<file path="config.mk">
export PLATFORM = sky130hd
export DESIGN_NAME = xbar_rr_arbiter
export DESIGN_NICKNAME = d
export VERILOG_FILES = /design/src/rtl/xbar_rr_arbiter.sv
export SDC_FILE = /design/constraint.sdc
export NUM_CORES = 1
export LEC_CHECK = 0
export BUFFER_PORTS_ARGS = -buffer_cell sky130_fd_sc_hd__buf_2
export CAP_MARGIN = 15
export CORE_MARGIN = 5
export CORE_UTILIZATION = 35
export CTS_CLUSTER_DIAMETER = 120
export DETAILED_ROUTE_END_ITERATION = 10
export SYNTH_ARGS = -nofsm -noshare
export SYNTH_HDL_FRONTEND = slang
export SYNTH_SLANG_ARGS = --single-unit
</file>
<file path="constraint.sdc">
create_clock -name clk -period 6.6 [get_ports clk]
set_input_delay 1.32 -clock clk [delete_from_list [all_inputs] [get_ports clk]]
set_output_delay 1.32 -clock clk [all_outputs]
set_load 0.01 [all_outputs]
</file>
<file path="src/rtl/xbar_rr_arbiter.sv">
// Per-output round-robin arbiter: registered one-hot grant, 1-cycle grant latency, locked until last beat.
// Backpressure: out_ready low or a request hole freezes the grant; beat_fire is the combinational handshake.
module xbar_rr_arbiter #(
  parameter int NUM_REQ = 4,
  parameter int IDX_W   = $clog2(NUM_REQ)
) (
  input  logic               clk,
  input  logic               rst,
  input  logic [NUM_REQ-1:0] req,
  input  logic [NUM_REQ-1:0] req_last,
  input  logic               out_ready,
  output logic [NUM_REQ-1:0] grant,
  output logic               grant_valid,
  output logic [IDX_W-1:0]   grant_idx,
  output logic               beat_fire
);

  localparam int DW = 2 * NUM_REQ;

  typedef enum logic {IDLE, LOCKED} state_t;

  state_t             state_q, state_d;
  logic [NUM_REQ-1:0] grant_q, grant_d;
  logic [IDX_W-1:0]   grant_idx_q, grant_idx_d;
  logic               grant_valid_q, grant_valid_d;
  logic [IDX_W-1:0]   ptr_q, ptr_d;

  logic [IDX_W-1:0]   next_ptr, search_ptr, win_idx;
  logic               pkt_end;
  logic [DW-1:0]      low_mask, dbl_req, dbl_win;
  logic [NUM_REQ-1:0] win_oh;

  assign beat_fire = grant_valid_q & (|(req & grant_q)) & out_ready;
  assign pkt_end   = (state_q == LOCKED) & beat_fire & (|(req_last & grant_q));

  assign next_ptr   = (grant_idx_q == IDX_W'(NUM_REQ - 1)) ? '0 : grant_idx_q + IDX_W'(1);
  assign search_ptr = pkt_end ? next_ptr : ptr_q;

  // Lower copy is masked below the pointer; the upper copy supplies the wrap-around candidates.
  assign low_mask = (DW'(1) << search_ptr) - DW'(1);
  assign dbl_req  = {req, req} & ~low_mask;
  assign dbl_win  = dbl_req & (~dbl_req + DW'(1));
  assign win_oh   = dbl_win[NUM_REQ-1:0] | dbl_win[DW-1:NUM_REQ];

  always_comb begin
    win_idx = '0;
    for (int i = 0; i < NUM_REQ; i++) begin
      if (win_oh[i]) win_idx = win_idx | IDX_W'(i);
    end
  end

  always_comb begin
    state_d       = state_q;
    grant_d       = grant_q;
    grant_idx_d   = grant_idx_q;
    grant_valid_d = grant_valid_q;
    ptr_d         = ptr_q;
    case (state_q)
      IDLE: begin
        if (|req) begin
          grant_d       = win_oh;
          grant_idx_d   = win_idx;
          grant_valid_d = 1'b1;
          state_d       = LOCKED;
        end
      end
      LOCKED: begin
        if (pkt_end) begin
          ptr_d = next_ptr;
          if (|req) begin
            grant_d       = win_oh;
            grant_idx_d   = win_idx;
            grant_valid_d = 1'b1;
          end else begin
            grant_d       = '0;
            grant_idx_d   = '0;
            grant_valid_d = 1'b0;
            state_d       = IDLE;
          end
        end
      end
      default: state_d = IDLE;
    endcase
  end

  always_ff @(posedge clk) begin
    if (rst) begin
      state_q       <= IDLE;
      grant_q       <= '0;
      grant_idx_q   <= '0;
      grant_valid_q <= 1'b0;
      ptr_q         <= '0;
    end else begin
      state_q       <= state_d;
      grant_q       <= grant_d;
      grant_idx_q   <= grant_idx_d;
      grant_valid_q <= grant_valid_d;
      ptr_q         <= ptr_d;
    end
  end

  assign grant       = grant_q;
  assign grant_idx   = grant_idx_q;
  assign grant_valid = grant_valid_q;

endmodule

</file>
==> flow_summary.yaml <==
status:
  outcome: "finished, final reports clean"
place:
  dp_hpwl_um: 1250
  place_ws_ns: 3.009
  numPortBuffers: 18
  place.gp.congestion: 0.8395
grt:
  grt_pass1_vias: 573
  grt_max_degree: 10
  grtUsageTotal_pct: 12.19
  grt_pass1_wl_um: 2477
  grt.overflow.total: 0
  antenna_found_initial: 0
power_and_ir_drop:
  finalPower_mw: 0.1295
  worst_ir_drop_vdd_uv: 84.32
  powerDensity_nw_per_um2: 165.3
  total_leakage_power_nw: 0.3777
synthesis:
  synthCells: 76
  postSynthAreaPerCell_um2: 8.511
  yosysTopAreaCell: "dfxtp_1"
  synth_top_area_share_pct: 30.95
  synth-async-reset-ratio_pct: 0
  synth_edf_count: 0
  synth_flop_cell: "dfxtp_1"
  netlist_area_um2: 646.9
  synth_warnings: 0
  ys_seq_elements: 10
  synth.area.top_cells: "dfxtp_1 (31%), a22o_1 (8.1%), nor2_1 (7.0%)"
  synth_cell_types: 33
  synth.net_count: 89
  seq_area_frac_synth_pct: 30.95
sta:
  finClkSkew_ns: 0.002701
  setup_ws_ns: 3.081
  post-route-min-period_ns: 3.519
  finalSetupViolCount: 0
  drv_slew: 0
  final.period_utilization_pct: 53.31
  fmax_mhz: 284.2
  tightest_slew_ns: 0.4528
  setup_tns_ns: 0
  slew_headroom_pct: 69.53
  whs_ns: 0.5005
  hold_viol: 0
  rsz0062_at_grt: "no"
routing:
  drt_iter0_markers: 11
  drt-total-wl_um: 1550
  drcViolationCount: 0
  wl_per_cell_um: 12.81
  ant_nets: 0
  dr_total_vias: 646
  first_pass_iters: 4
  routed_via_density: 5.339
clocking:
  cts_buffers: 3
  h-tree-depth: 1
  cts_tree: "yes"
  postCtsResizedCells: 0
  cts_setup_buffers: 0
  clk_latency_ns: 0.26
  root_buffer: "clkbuf_4"
  holdBufCountCts: 0
  clock-sinks: 10
  clk_pin_slew_ns: 0.06
  cts_buffer_depth: 2
critical_path:
  worstPathRequired_ns: 5.28
  crit_type: "in -> out"
  worstSetupStartpointType: "input pin"
  endpoint_kind: "primary output"
  crit_fanout: 9
  critPathArrivalTime_ns: 2.20
worst_hold_path:
  hp-class: "reg -> reg"
layout:
  nNetsFinal: 111
  area_delta_synth_final_pct: 21.08
  fin_util_pct: 44.87
  drive_above_1_share_pct: 30.21
  antenna_cells: 0
die:
  dieArea_um2: 2808
  start_util_pct: 37.06
  fp.dieH_um: 52.99
  fp-row-count: 15
  ios: 19
  fp.coreArea_um2: 1745
  fp.dieW_um: 52.99
job:
  maxCapViolations: 0
Yosys cell counts, drive strengths merged (2+ instances only):
master   n
nand2    9
o211ai   3
inv      3
a22o     6
nand2b   2
dfxtp   10
a22oi    2
mux2i    2
nor2    12
ha       2
a21oi    4
o21ai    2
cells by family after synthesis:
logic type                 count (synthesis)  synth area share [%]
and+or+nand+nor                           29                 21.66
AOI/OAI and AO/OA                         28                 35.20
DFF                                       10                 30.95
buffers and inverters                      4                 2.902
muxes                                      3                 5.415
adders and majority gates                  2                 3.868
metal layers:
metal,track usage (%),vias up,wire (µm)
met4,3.830,0,12
met2,18.60,18,679
met5,0,-,0
met3,5.634,2,131
met1,15.08,299,727
li1,-,327,-
final cells by class:
class                   instances  area [µm²]
multi-input cells              62       427.9
inverters                       3       11.26
well taps                      25       31.28
repair buffers                 18       90.09
flip-flops and latches         10       200.2
clock buffers                   3       22.52
fillers                       185       962.2
path summary, 6_finish.rpt:
kind / start / to / slack (ns) / cells after the start
max reg2reg: grant[3]$_SDFFE_PP0P_ / grant_idx[0]$_SDFFE_PP0P_ / 4.17 / 10
max: req[3] / beat_fire / 3.08 / 5
min: grant[0]$_SDFFE_PP0P_ / grant[0]$_SDFFE_PP0P_ / 0.50 / 2
min reg2reg: grant[0]$_SDFFE_PP0P_ / grant[0]$_SDFFE_PP0P_ / 0.50 / 2
layout by cell type (no fill, tap or decap), types with 2 or more instances in the layout:
cell type and instances:
buf_2 18, nor2_1 12, dfxtp_1 10, nand2_1 9
a22o_1 6, a21oi_1 4, clkbuf_4 3, a22oi_1 2
inv_1 2, o211ai_1 2, o21ai_0 2, nand2b_1 2
mux2i_1 2, ha_1 2
power by group:
part | leakage, nW | internal (mW) | total [mW] | switching, mW
Combinational | 0.282 | 0.00982 | 0.0228 | 0.0130
Sequential | 0.0818 | 0.0628 | 0.0653 | 0.00252
Clock | 0.0138 | 0.0211 | 0.0414 | 0.0204
worst max-delay path, cell delays in order:
cell and delay (ns):
buf_2 0.15, a22o_1 0.26, o211ai_2 0.22, inv_2 0.09
buf_2 0.15
stage by stage:
stage / cells / area, µm²
after global placement: 118 / 760.7
after floorplan: 76 / 646.9
after CTS: 121 / 783.3
after detailed placement: 118 / 760.7
final: 121 / 783.3
after global routing: 121 / 783.3
registers in the layout (all words and copies together) (netlist names):
signal / count
grant: 4
grant_idx: 2
ptr_q: 2
grant_valid: 1
state_q: 1
Note: power is estimated with default switching activity, not from simulation.
